--- config.mk ---
export PLATFORM = sky130hd
export DESIGN_NAME = mult4_mac_seq_flat
export DESIGN_NICKNAME = d
export VERILOG_FILES = /design/src/rtl/mult4_mac_seq_if.sv /design/src/rtl/mult4_mac_seq.sv /design/src/flat_wrapper.sv
export SDC_FILE = /design/constraint.sdc
export NUM_CORES = 1
export LEC_CHECK = 0
export CORE_MARGIN = 2
export CORE_UTILIZATION = 55
export CTS_BUF_LIST = sky130_fd_sc_hd__clkbuf_16
export CTS_CLUSTER_DIAMETER = 30
export DETAILED_ROUTE_END_ITERATION = 12
export HOLD_SLACK_MARGIN = 0.08
export PLACE_DENSITY = 0.79
export SYNTH_ARGS = -nofsm -noshare
export SYNTH_HDL_FRONTEND = slang
export SYNTH_SLANG_ARGS = --single-unit
--- constraint.sdc ---
create_clock -name ck -period 6.9 [get_ports ck]
set_clock_uncertainty 0.15 [all_clocks]
set_input_delay 1.725 -clock ck [delete_from_list [all_inputs] [get_ports ck]]
set_output_delay 1.725 -clock ck [all_outputs]
set_load 0.005 [all_outputs]
--- src/rtl/mult4_mac_seq_if.sv ---
// Purpose: bundles the operand stream, the multiplier handshake and the group-sum outputs.
// Latency: none; this is wiring only.
// Backpressure: in_valid/in_ready on the operand side, m_start/m_done toward the multiplier.
interface mult4_mac_seq_if #(
  parameter int ACC_W = 12
);
  // operand stream into the sequencer
  logic             in_valid;
  logic             in_ready;
  logic [3:0]       in_a;
  logic [3:0]       in_b;
  logic             in_last;
  // sequential multiplier handshake
  logic             m_start;
  logic [3:0]       m_a;
  logic [3:0]       m_b;
  logic             m_done;
  logic [7:0]       m_p;
  // group result
  logic             sum_valid;
  logic [ACC_W-1:0] sum;
  logic [7:0]       sum_cnt;
  logic             ovf;
  logic             tmo_err;

  // environment side: feeds operands, plays the multiplier, observes results
  modport master (
    output in_valid, in_a, in_b, in_last, m_done, m_p,
    input  in_ready, m_start, m_a, m_b, sum_valid, sum, sum_cnt, ovf, tmo_err
  );

  // sequencer side
  modport slave (
    input  in_valid, in_a, in_b, in_last, m_done, m_p,
    output in_ready, m_start, m_a, m_b, sum_valid, sum, sum_cnt, ovf, tmo_err
  );
endinterface

--- src/rtl/mult4_mac_seq.sv ---
// Purpose: buffers operand pairs, issues them to a 4-bit sequential multiplier, accumulates group sums.
// Latency: per pair 1 (IDLE) + 1 (ISSUE) + multiplier latency + 1 (CAPTURE); +1 EMIT cycle on last pair.
// Backpressure: in_ready drops when the operand FIFO is full; FIFO accepts in every FSM state.
module mult4_mac_seq #(
  parameter int DEPTH   = 4,
  parameter int ACC_W   = 12,
  parameter int TIMEOUT = 32
) (
  input  logic           ck,
  input  logic           res,
  mult4_mac_seq_if.slave bus
);

  localparam int AW = $clog2(DEPTH);
  localparam int CW = $clog2(DEPTH + 1);
  localparam int TW = $clog2(TIMEOUT + 1);

  typedef enum logic [2:0] {
    S_IDLE    = 3'd0,
    S_ISSUE   = 3'd1,
    S_WAIT_LO = 3'd2,
    S_WAIT_HI = 3'd3,
    S_CAPTURE = 3'd4,
    S_EMIT    = 3'd5
  } state_t;

  // operand FIFO storage; entry = {last, a, b}
  logic [8:0]       fifo_mem [DEPTH];
  logic [AW-1:0]    wr_ptr;
  logic [AW-1:0]    rd_ptr;
  logic [CW-1:0]    fifo_cnt;
  logic             fifo_full;
  logic             fifo_empty;
  logic             fifo_push;
  logic             fifo_pop;
  logic [8:0]       fifo_head;

  // sequencer state and datapath
  state_t           state;
  state_t           state_nxt;
  logic             rdy_en;
  logic [3:0]       a_r;
  logic [3:0]       b_r;
  logic             last_r;
  logic [ACC_W-1:0] acc;
  logic [7:0]       cnt;
  logic             ovf_r;
  logic [ACC_W-1:0] sum_hold;
  logic [7:0]       cnt_hold;
  logic [TW-1:0]    tmo_cnt;
  logic             tmo_err_r;
  logic             tmo_hit;
  logic [ACC_W:0]   acc_add;

  // decoded per-state controls
  logic             start;
  logic             capture;
  logic             emit;
  logic             tmo_fire;

  // ------------------------------------------------------------------
  // operand FIFO
  // ------------------------------------------------------------------
  assign fifo_full  = (fifo_cnt == CW'(DEPTH));
  assign fifo_empty = (fifo_cnt == '0);
  // rdy_en keeps in_ready low while reset is asserted
  assign bus.in_ready = rdy_en & ~fifo_full;
  assign fifo_push    = bus.in_valid & bus.in_ready;
  assign fifo_head    = fifo_mem[rd_ptr];

  // in_ready is held off until the first clock after reset release
  always_ff @(posedge ck or negedge res) begin
    if (!res) rdy_en <= 1'b0;
    else      rdy_en <= 1'b1;
  end

  // pointer and occupancy bookkeeping; simultaneous push+pop leaves the count unchanged
  always_ff @(posedge ck or negedge res) begin
    if (!res) begin
      wr_ptr   <= '0;
      rd_ptr   <= '0;
      fifo_cnt <= '0;
    end else begin
      if (fifo_push) wr_ptr <= wr_ptr + AW'(1);
      if (fifo_pop)  rd_ptr <= rd_ptr + AW'(1);
      fifo_cnt <= fifo_cnt + CW'(fifo_push) - CW'(fifo_pop);
    end
  end

  // FIFO payload storage needs no reset; only occupied slots are ever read
  always_ff @(posedge ck) begin
    if (fifo_push) fifo_mem[wr_ptr] <= {bus.in_last, bus.in_a, bus.in_b};
  end

  // ------------------------------------------------------------------
  // sequencer FSM
  // ------------------------------------------------------------------
  // the wait-state budget is exhausted on the TIMEOUT-th cycle spent waiting
  assign tmo_hit = (tmo_cnt == TW'(TIMEOUT - 1));

  // state register
  always_ff @(posedge ck or negedge res) begin
    if (!res) state <= S_IDLE;
    else      state <= state_nxt;
  end

  // next-state: progress on m_done wins over a timeout in the same cycle
  always_comb begin
    state_nxt = state;
    case (state)
      S_IDLE:    if (!fifo_empty) state_nxt = S_ISSUE;
      S_ISSUE:   state_nxt = S_WAIT_LO;
      S_WAIT_LO: begin
        if (!bus.m_done)  state_nxt = S_WAIT_HI;
        else if (tmo_hit) state_nxt = last_r ? S_EMIT : S_IDLE;
      end
      S_WAIT_HI: begin
        if (bus.m_done)   state_nxt = S_CAPTURE;
        else if (tmo_hit) state_nxt = last_r ? S_EMIT : S_IDLE;
      end
      S_CAPTURE: state_nxt = last_r ? S_EMIT : S_IDLE;
      S_EMIT:    state_nxt = S_IDLE;
      default:   state_nxt = S_IDLE;
    endcase
  end

  // output decode: one control strobe per state
  always_comb begin
    fifo_pop = 1'b0;
    start    = 1'b0;
    capture  = 1'b0;
    emit     = 1'b0;
    tmo_fire = 1'b0;
    case (state)
      S_IDLE:    fifo_pop = ~fifo_empty;
      S_ISSUE:   start    = 1'b1;
      S_WAIT_LO: tmo_fire = bus.m_done & tmo_hit;
      S_WAIT_HI: tmo_fire = ~bus.m_done & tmo_hit;
      S_CAPTURE: capture  = 1'b1;
      S_EMIT:    emit     = 1'b1;
      default:   fifo_pop = 1'b0;
    endcase
  end

  // ------------------------------------------------------------------
  // datapath
  // ------------------------------------------------------------------
  // operand registers load on pop and stay stable through ISSUE..CAPTURE
  always_ff @(posedge ck or negedge res) begin
    if (!res) begin
      a_r    <= '0;
      b_r    <= '0;
      last_r <= 1'b0;
    end else if (fifo_pop) begin
      {last_r, a_r, b_r} <= fifo_head;
    end
  end

  // wait-cycle counter: cleared entering WAIT_LO (from ISSUE) and entering WAIT_HI
  always_ff @(posedge ck or negedge res) begin
    if (!res) begin
      tmo_cnt <= '0;
    end else begin
      case (state)
        S_ISSUE:   tmo_cnt <= '0;
        S_WAIT_LO: tmo_cnt <= bus.m_done ? tmo_cnt + TW'(1) : '0;
        S_WAIT_HI: tmo_cnt <= tmo_cnt + TW'(1);
        default:   tmo_cnt <= tmo_cnt;
      endcase
    end
  end

  // a hung multiplier is remembered until reset
  always_ff @(posedge ck or negedge res) begin
    if (!res)          tmo_err_r <= 1'b0;
    else if (tmo_fire) tmo_err_r <= 1'b1;
  end

  // one extra bit catches the carry out of the accumulator
  assign acc_add = {1'b0, acc} + {{(ACC_W - 7){1'b0}}, bus.m_p};

  // accumulate on CAPTURE, clear the group once it has been emitted
  always_ff @(posedge ck or negedge res) begin
    if (!res) begin
      acc   <= '0;
      cnt   <= '0;
      ovf_r <= 1'b0;
    end else if (capture) begin
      acc <= acc_add[ACC_W-1:0];
      if (acc_add[ACC_W]) ovf_r <= 1'b1;
      if (cnt != 8'hFF)   cnt   <= cnt + 8'd1;
    end else if (emit) begin
      acc   <= '0;
      cnt   <= '0;
      ovf_r <= 1'b0;
    end
  end

  // sum/sum_cnt keep showing the last emitted group between EMITs
  always_ff @(posedge ck or negedge res) begin
    if (!res) begin
      sum_hold <= '0;
      cnt_hold <= '0;
    end else if (emit) begin
      sum_hold <= acc;
      cnt_hold <= cnt;
    end
  end

  assign bus.m_start   = start;
  assign bus.m_a       = a_r;
  assign bus.m_b       = b_r;
  assign bus.sum_valid = emit;
  assign bus.sum       = emit ? acc : sum_hold;
  assign bus.sum_cnt   = emit ? cnt : cnt_hold;
  assign bus.ovf       = emit & ovf_r;
  assign bus.tmo_err   = tmo_err_r;

endmodule
--- src/flat_wrapper.sv ---
// flat-port wrapper written by rule: the top's interface ports become plain ports
module mult4_mac_seq_flat 
#(
  parameter int DEPTH   = 4,
  parameter int ACC_W   = 12,
  parameter int TIMEOUT = 32
)
  (ck, res, bus_in_valid, bus_in_a, bus_in_b, bus_in_last, bus_m_done, bus_m_p, bus_in_ready, bus_m_start, bus_m_a, bus_m_b, bus_sum_valid, bus_sum, bus_sum_cnt, bus_ovf, bus_tmo_err);
  mult4_mac_seq_if #(.ACC_W(ACC_W)) bus_i ();
  input  logic ck;
  input  logic res;
  input wire logic [$bits(bus_i.in_valid)-1:0] bus_in_valid;
  input wire logic [$bits(bus_i.in_a)-1:0] bus_in_a;
  input wire logic [$bits(bus_i.in_b)-1:0] bus_in_b;
  input wire logic [$bits(bus_i.in_last)-1:0] bus_in_last;
  input wire logic [$bits(bus_i.m_done)-1:0] bus_m_done;
  input wire logic [$bits(bus_i.m_p)-1:0] bus_m_p;
  output wire logic [$bits(bus_i.in_ready)-1:0] bus_in_ready;
  output wire logic [$bits(bus_i.m_start)-1:0] bus_m_start;
  output wire logic [$bits(bus_i.m_a)-1:0] bus_m_a;
  output wire logic [$bits(bus_i.m_b)-1:0] bus_m_b;
  output wire logic [$bits(bus_i.sum_valid)-1:0] bus_sum_valid;
  output wire logic [$bits(bus_i.sum)-1:0] bus_sum;
  output wire logic [$bits(bus_i.sum_cnt)-1:0] bus_sum_cnt;
  output wire logic [$bits(bus_i.ovf)-1:0] bus_ovf;
  output wire logic [$bits(bus_i.tmo_err)-1:0] bus_tmo_err;
  assign bus_i.in_valid = bus_in_valid;
  assign bus_i.in_a = bus_in_a;
  assign bus_i.in_b = bus_in_b;
  assign bus_i.in_last = bus_in_last;
  assign bus_i.m_done = bus_m_done;
  assign bus_i.m_p = bus_m_p;
  assign bus_in_ready = bus_i.in_ready;
  assign bus_m_start = bus_i.m_start;
  assign bus_m_a = bus_i.m_a;
  assign bus_m_b = bus_i.m_b;
  assign bus_sum_valid = bus_i.sum_valid;
  assign bus_sum = bus_i.sum;
  assign bus_sum_cnt = bus_i.sum_cnt;
  assign bus_ovf = bus_i.ovf;
  assign bus_tmo_err = bus_i.tmo_err;
  mult4_mac_seq #(.DEPTH(DEPTH), .ACC_W(ACC_W), .TIMEOUT(TIMEOUT)) u_core (.ck(ck), .res(res), .bus(bus_i));
endmodule
Word level (Yosys, flattened, before mapping)

Memory sizes are Yosys's and may differ from the RTL's. A register that Yosys moved wholly into a read port is not among the register bits.
Index checks and enable logic that the tools add are counted.

Register bits: 59
Bits in latches: 0
Memory bits (writable): 36
Bits in read-only memories: 0
Output and inout port bits: 33
Word-level logic and storage cells: 71
Memories: 1

Memory list:

| name            | depth | width | rd ports | clocked after memory_dff | wr ports | RTL line            | RTL |
|---|---|---|---|---|---|---|---|
| u_core.fifo_mem | 4     | 9     | 1        | 1                        | 1        | mult4_mac_seq.sv:28 | `logic [8:0] fifo_mem [DEPTH];` |

Add/subtract/negate cells: 7
$mul: 0
Div/mod/pow operators: 0
Magnitude comparators: 0
Equal/unequal tests: 11
Shifts and indexed selects: 0
Mux-type cells: 25
Bitwise gates (word level): 8
Reductions and logical operators: 7

Operators with widths:

| operator                                                               | count |
|---|---|
| 12-bit 2-to-1 mux                                                      | 3 |
| 8-bit 2-to-1 mux                                                       | 4 |
| 6-bit one-hot mux with 3 select lines                                  | 1 |
| 3-bit 2-to-1 mux                                                       | 5 |
| 3-bit one-hot mux with 5 select lines                                  | 1 |
| 12-bit by 8-bit adder with 13-bit output                               | 1 |
| 3-bit equality test (second input constant)                            | 3 |
| 1-bit 2-to-1 mux                                                       | 9 |
| 8-bit by 1-bit adder with 8-bit output (second input constant)         | 1 |
| 8-bit != test (second input constant)                                  | 1 |
| 6-bit by 1-bit adder with 6-bit output (second input constant)         | 1 |
| 3-bit by 2-bit equality test with 1-bit output (second input constant) | 2 |
| 6-bit by 5-bit equality test with 1-bit output (second input constant) | 1 |
| 3-bit logical NOT                                                      | 2 |
| 6-bit 2-to-1 mux                                                       | 1 |
| 1-bit AND                                                              | 5 |
| 2-bit by 1-bit adder with 2-bit output (second input constant)         | 2 |
| 2-bit != test (second input constant)                                  | 2 |
| 2-bit AND reduction                                                    | 2 |
| 3-bit by 1-bit adder with 3-bit output                                 | 1 |
| 3-bit by 1-bit equality test with 1-bit output (second input constant) | 1 |
| 1-bit NOT                                                              | 3 |
| 3-bit nonzero test                                                     | 1 |
| 3-bit by 1-bit subtractor with 3-bit output                            | 1 |
| 4 further kinds                                                        | 4 |

Longest topological paths before layout

Word-level depth: 6
Depth in mapped cells: 9

Worst setup path before layout

Ideal clock, no wire load.

Path kind: input -> register
Start: input port bus_m_p[0]
End: register u_core.acc[8]
Arrival: 3.133 ns
Required time: 6.624 ns
Slack: 3.490 ns
Stages: 7
Buffers on the path: 0
Cell sequence: ha_1 -> fa_1 -> nand3_1 -> a21oi_1 -> and3b_4 -> nor4_1 -> a221o_2

Longest elaborated chain between the ends: 2

Ends and longest elaborated chain:

| element                                  | RTL line             | RTL |
|---|---|---|
| from (decl)                              | flat_wrapper.sv:17   | `input wire logic [$bits(bus_i.m_p)-1:0] bus_m_p;` |
| 12-bit by 8-bit adder with 13-bit output | mult4_mac_seq.sv:180 | `assign acc_add = {1'b0, acc} + {{(ACC_W - 7){1'b0}}, bus.m_p};` |
| 12-bit 2-to-1 mux                        | mult4_mac_seq.sv:188 | `end else if (capture) begin` |
| to (signal assigned)                     | mult4_mac_seq.sv:189 | `acc <= acc_add[ACC_W-1:0];` |
| to (decl)                                | mult4_mac_seq.sv:45  | `logic [ACC_W-1:0] acc;` |

Every way passes these cells.
A chain may end at the register's enable or synchronous reset.

Worst setup path in the final report

Start: register u_core.state[2]
End: output port bus_sum[9]

Longest elaborated chain between the ends: 3

Ends and longest elaborated chain:

| element                | RTL line             | RTL |
|---|---|---|
| from (decl)            | mult4_mac_seq.sv:39  | `state_t state;` |
| from (signal assigned) | mult4_mac_seq.sv:104 | `else state <= state_nxt;` |
| 3-bit equality test    | mult4_mac_seq.sv:134 | `case (state)` |
| 1-bit 2-to-1 mux       | mult4_mac_seq.sv:134 |  |
| 12-bit 2-to-1 mux      | mult4_mac_seq.sv:214 | `assign bus.sum = emit ? acc : sum_hold;` |
| to (decl)              | flat_wrapper.sv:23   | `output wire logic [$bits(bus_i.sum)-1:0] bus_sum;` |

Every way passes these cells.

==> flow_summary.yaml <==
setup_path:
  crit_type: "reg -> out"
  reg2reg_to: "u_core.acc[10]"
  endpoint_kind: "primary output"
  cp.arrival_ns: 3.28
  required_ns: 5.03
  crit_path_start_kind: "flip-flop"
  r2r_start: "u_core.state[2]"
  rr_worst_depth: 5
  crit_fanout: 26
  critPathLaunch: "u_core.state[2]"
  r2r_setup_slack_ns: 4.17
layout:
  layout.nets: 489
  layout_commonest_cell: "nand2_1"
  antenna_cells: 0
  regArea_um2: 2780
  drive_above_1_share_pct: 9.67
  fillers: 601
  final_cell_mix: "nand2_1, dfrtp_1, clkdlybuf4s50_1"
  multi_input_area_um2: 1760
  area_growth_pct: 19.7
synth:
  synth-seq-cells: 104
  synth_cell_types: 53
  ys_warn_count: 0
  synth_area_leaders: "dfrtp_1, edfxtp_1, nand2_1, mux4_2, ha_1"
  syn_inst: 400
  synth_top_family_by_area: "simple AND/OR/NAND/NOR gates"
  syn-num-nets: 439
  syn_area_per_cell_um2: 11.7
  synth_edf_count: 36
  synth.mux.area_fraction_pct: 6.94
  yosys.area.top_type: "dfrtp_1"
  async_flop_share_pct: 65.4
  synthAdderAreaFrac_pct: 5.14
  synth_compound_gate_area_share_pct: 8.87
  seq_area_frac_synth_pct: 59.6
  synth_area_um2: 4670
  synth-simple-area-share_pct: 14.0
  synth_top_area_share_pct: 36.4
  synth-main-ff-cell: "dfrtp_1"
  synth_xor_area_share_pct: 2.63
clock_tree:
  cts_tree: "yes"
  cts_buffers: 9
  clock-sinks: 104
  cts-root-buf: "clkbuf_16"
  hold_buffers: 0
  postCtsResizedCells: 0
  post_cts_buffers: 0
  clkLatencyLatePin_ns: 0.35
  cts_buffer_depth: 2
  h-tree-depth: 3
  cts.clk_slew.worst_paths_ns: 0.08
global_route:
  grt_pass1_vias: 3149
  gr-total-overflow: 0
  grt_antenna_before_repair: 0
  grtUsageTotal_pct: 21.6
  grt_start_max_net_pins: 69
  grt_pass1_wl_um: 15100
drt:
  vias: 3181
  drt_wl_total_um: 9090
  post_drt_wl_per_cell_um: 16.2
  dr.first_iter.drc_count: 133
  final_antenna_net_count: 0
  drc_errors: 0
  vias_per_cell: 5.68
  firstDrtPassIters: 4
die:
  die_h_um: 96.2
  initial_core_util_pct: 56.8
  core_area_um2: 8220
  dieArea_um2: 9250
  rows: 33
  die_w_um: 96.2
  ios: 54
min_path:
  min_path_cells: 2
  worstHoldEndpoint: "u_core.sum_hold[7]"
  hold_start: "u_core.sum_hold[7]"
  hp-class: "reg -> reg"
power_and_ir_drop:
  power_uw: 2220
  comb_power_share_pct: 33.1
  seq_power_share_pct: 43.6
  p_per_area_nw_per_um2: 398
  intPower_uw: 1460
  p_sw_uw: 760
  netSwitchingFraction_pct: 34.2
  clkPwrFrac_pct: 23.3
  ir_worst_vdd_mv: 0.244
  p_leak_uw: 0.00237
sta:
  period_share_pct: 74.7
  tightest_slew_ns: 0.846
  fin_ws_ns: 1.74
  drv_slew: 0
  setup_viol: 0
  finalHoldViolCount: 0
  max_freq_ghz: 0.194
  rsz0062_at_grt: "false"
  maxSlewHeadroom_pct: 43.6
  hold_ws_ns: 0.327
  min_period_ns: 5.16
  fin_tns_setup_ns: 0
run:
  cap_violations: 0
placed_design:
  numPortBuffers: 53
  place_ws_ns: 2.12
  dp_hpwl_um: 5960
  gp_congestion: 0.865
outcome:
  outcome: "completed"
## critical path, stage by stage, from the launching register on
cell and delay (ns):
dfrtp_1 0.60, nor2b_1 0.44, nand2_2 0.41, inv_1 0.73
nand2_1 0.13, nand2_1 0.12, clkdlybuf4s50_1 0.50
## area by class of cell
type | instances | share of cell area, %
repair buffers | 55 | 9.67
well taps | 105 | 2.35
clock buffers | 9 | 4.03
multi-input cells | 265 | 31.6
clock inverters | 7 | 1.59
flip-flops and latches | 104 | 49.8
inverters | 15 | 1.01
## logic make-up after synthesis
logic type                 after synthesis
adders and majority gates               18
and+or+nand+nor                        146
other                                    1
buffers and inverters                   31
DFF                                    104
xor gates and xnor gates                14
AOI/OAI and AO/OA                       66
muxes                                   20
## worst max-delay path by stage
stage	slack (ns)	cells past startpoint	endpoint
after floorplan	3.49	7	u_core.acc[8]
after global placement	2.23	6	bus_sum_cnt[2]
after detailed placement	2.12	6	bus_sum_cnt[2]
after CTS	1.74	6	bus_sum_cnt[2]
after global routing	1.42	6	bus_sum[11]
final	1.74	6	bus_sum[9]
## state kept, by name (all words and copies together), names as in the netlist, 3 cells and up
register,flops
u_core.acc,12
u_core.bus.m_a,4
u_core.cnt_hold,8
u_core.fifo_cnt,3
u_core.fifo_mem,36
u_core.cnt,8
u_core.sum_hold,12
u_core.bus.m_b,4
u_core.tmo_cnt,6
u_core.state,3
## power by group through the flow
stage                     sequential (µW)  combinational [µW]  clock [µW]
after global placement                969                 705           0
after detailed placement              979                 736           0
after global routing                  996                 825         554
after floorplan                       892                 540           0
final                                 969                 736         517
after CTS                             971                 745         527
## stage by stage
step	area, µm²	instances	utilization, %
final	5590	560	68.0
after global routing	5590	560	68.0
after CTS	5590	560	68.0
after detailed placement	5280	544	64.2
after global placement	5280	544	64.2
after floorplan	4670	400	-
## synthesized netlist by cell type (all sizes together), types with 2 or more instances
| master | instances |
|---|---|
| nor3 | 8 |
| o21ai | 17 |
| o211ai | 3 |
| mux2i | 2 |
| buf | 8 |
| a22o | 2 |
| and4 | 2 |
| nand3 | 9 |
| ha | 16 |
| nor2 | 17 |
| dfrtp | 68 |
| mux4 | 9 |
| nand2 | 86 |
| xor2 | 7 |
| nand2b | 2 |
| nand4 | 7 |
| mux2 | 9 |
| o21a | 2 |
| clkbuf | 8 |
| a31oi | 3 |
| inv | 15 |
| nor4 | 2 |
| nor2b | 2 |
| a221o | 2 |
| xnor2 | 7 |
| a21o | 3 |
| a31o | 2 |
| and3 | 4 |
| edfxtp | 36 |
| and2 | 2 |
| a21oi | 22 |
| fa | 2 |
## metal layers
metal / GRT usage (%) / share of wire (%) / routed length (µm) / vias to the layer above
met3: 5.64 / 5.4 / 489 / 6
met4: 5.24 / 0.61 / 55 / 0
met1: 26.8 / 42 / 3780 / 1566
met2: 37.7 / 52 / 4770 / 90
met5: 0 / 0 / 0 / -
li1: - / - / - / 1519
Note: power is estimated with default switching activity, not from simulation.
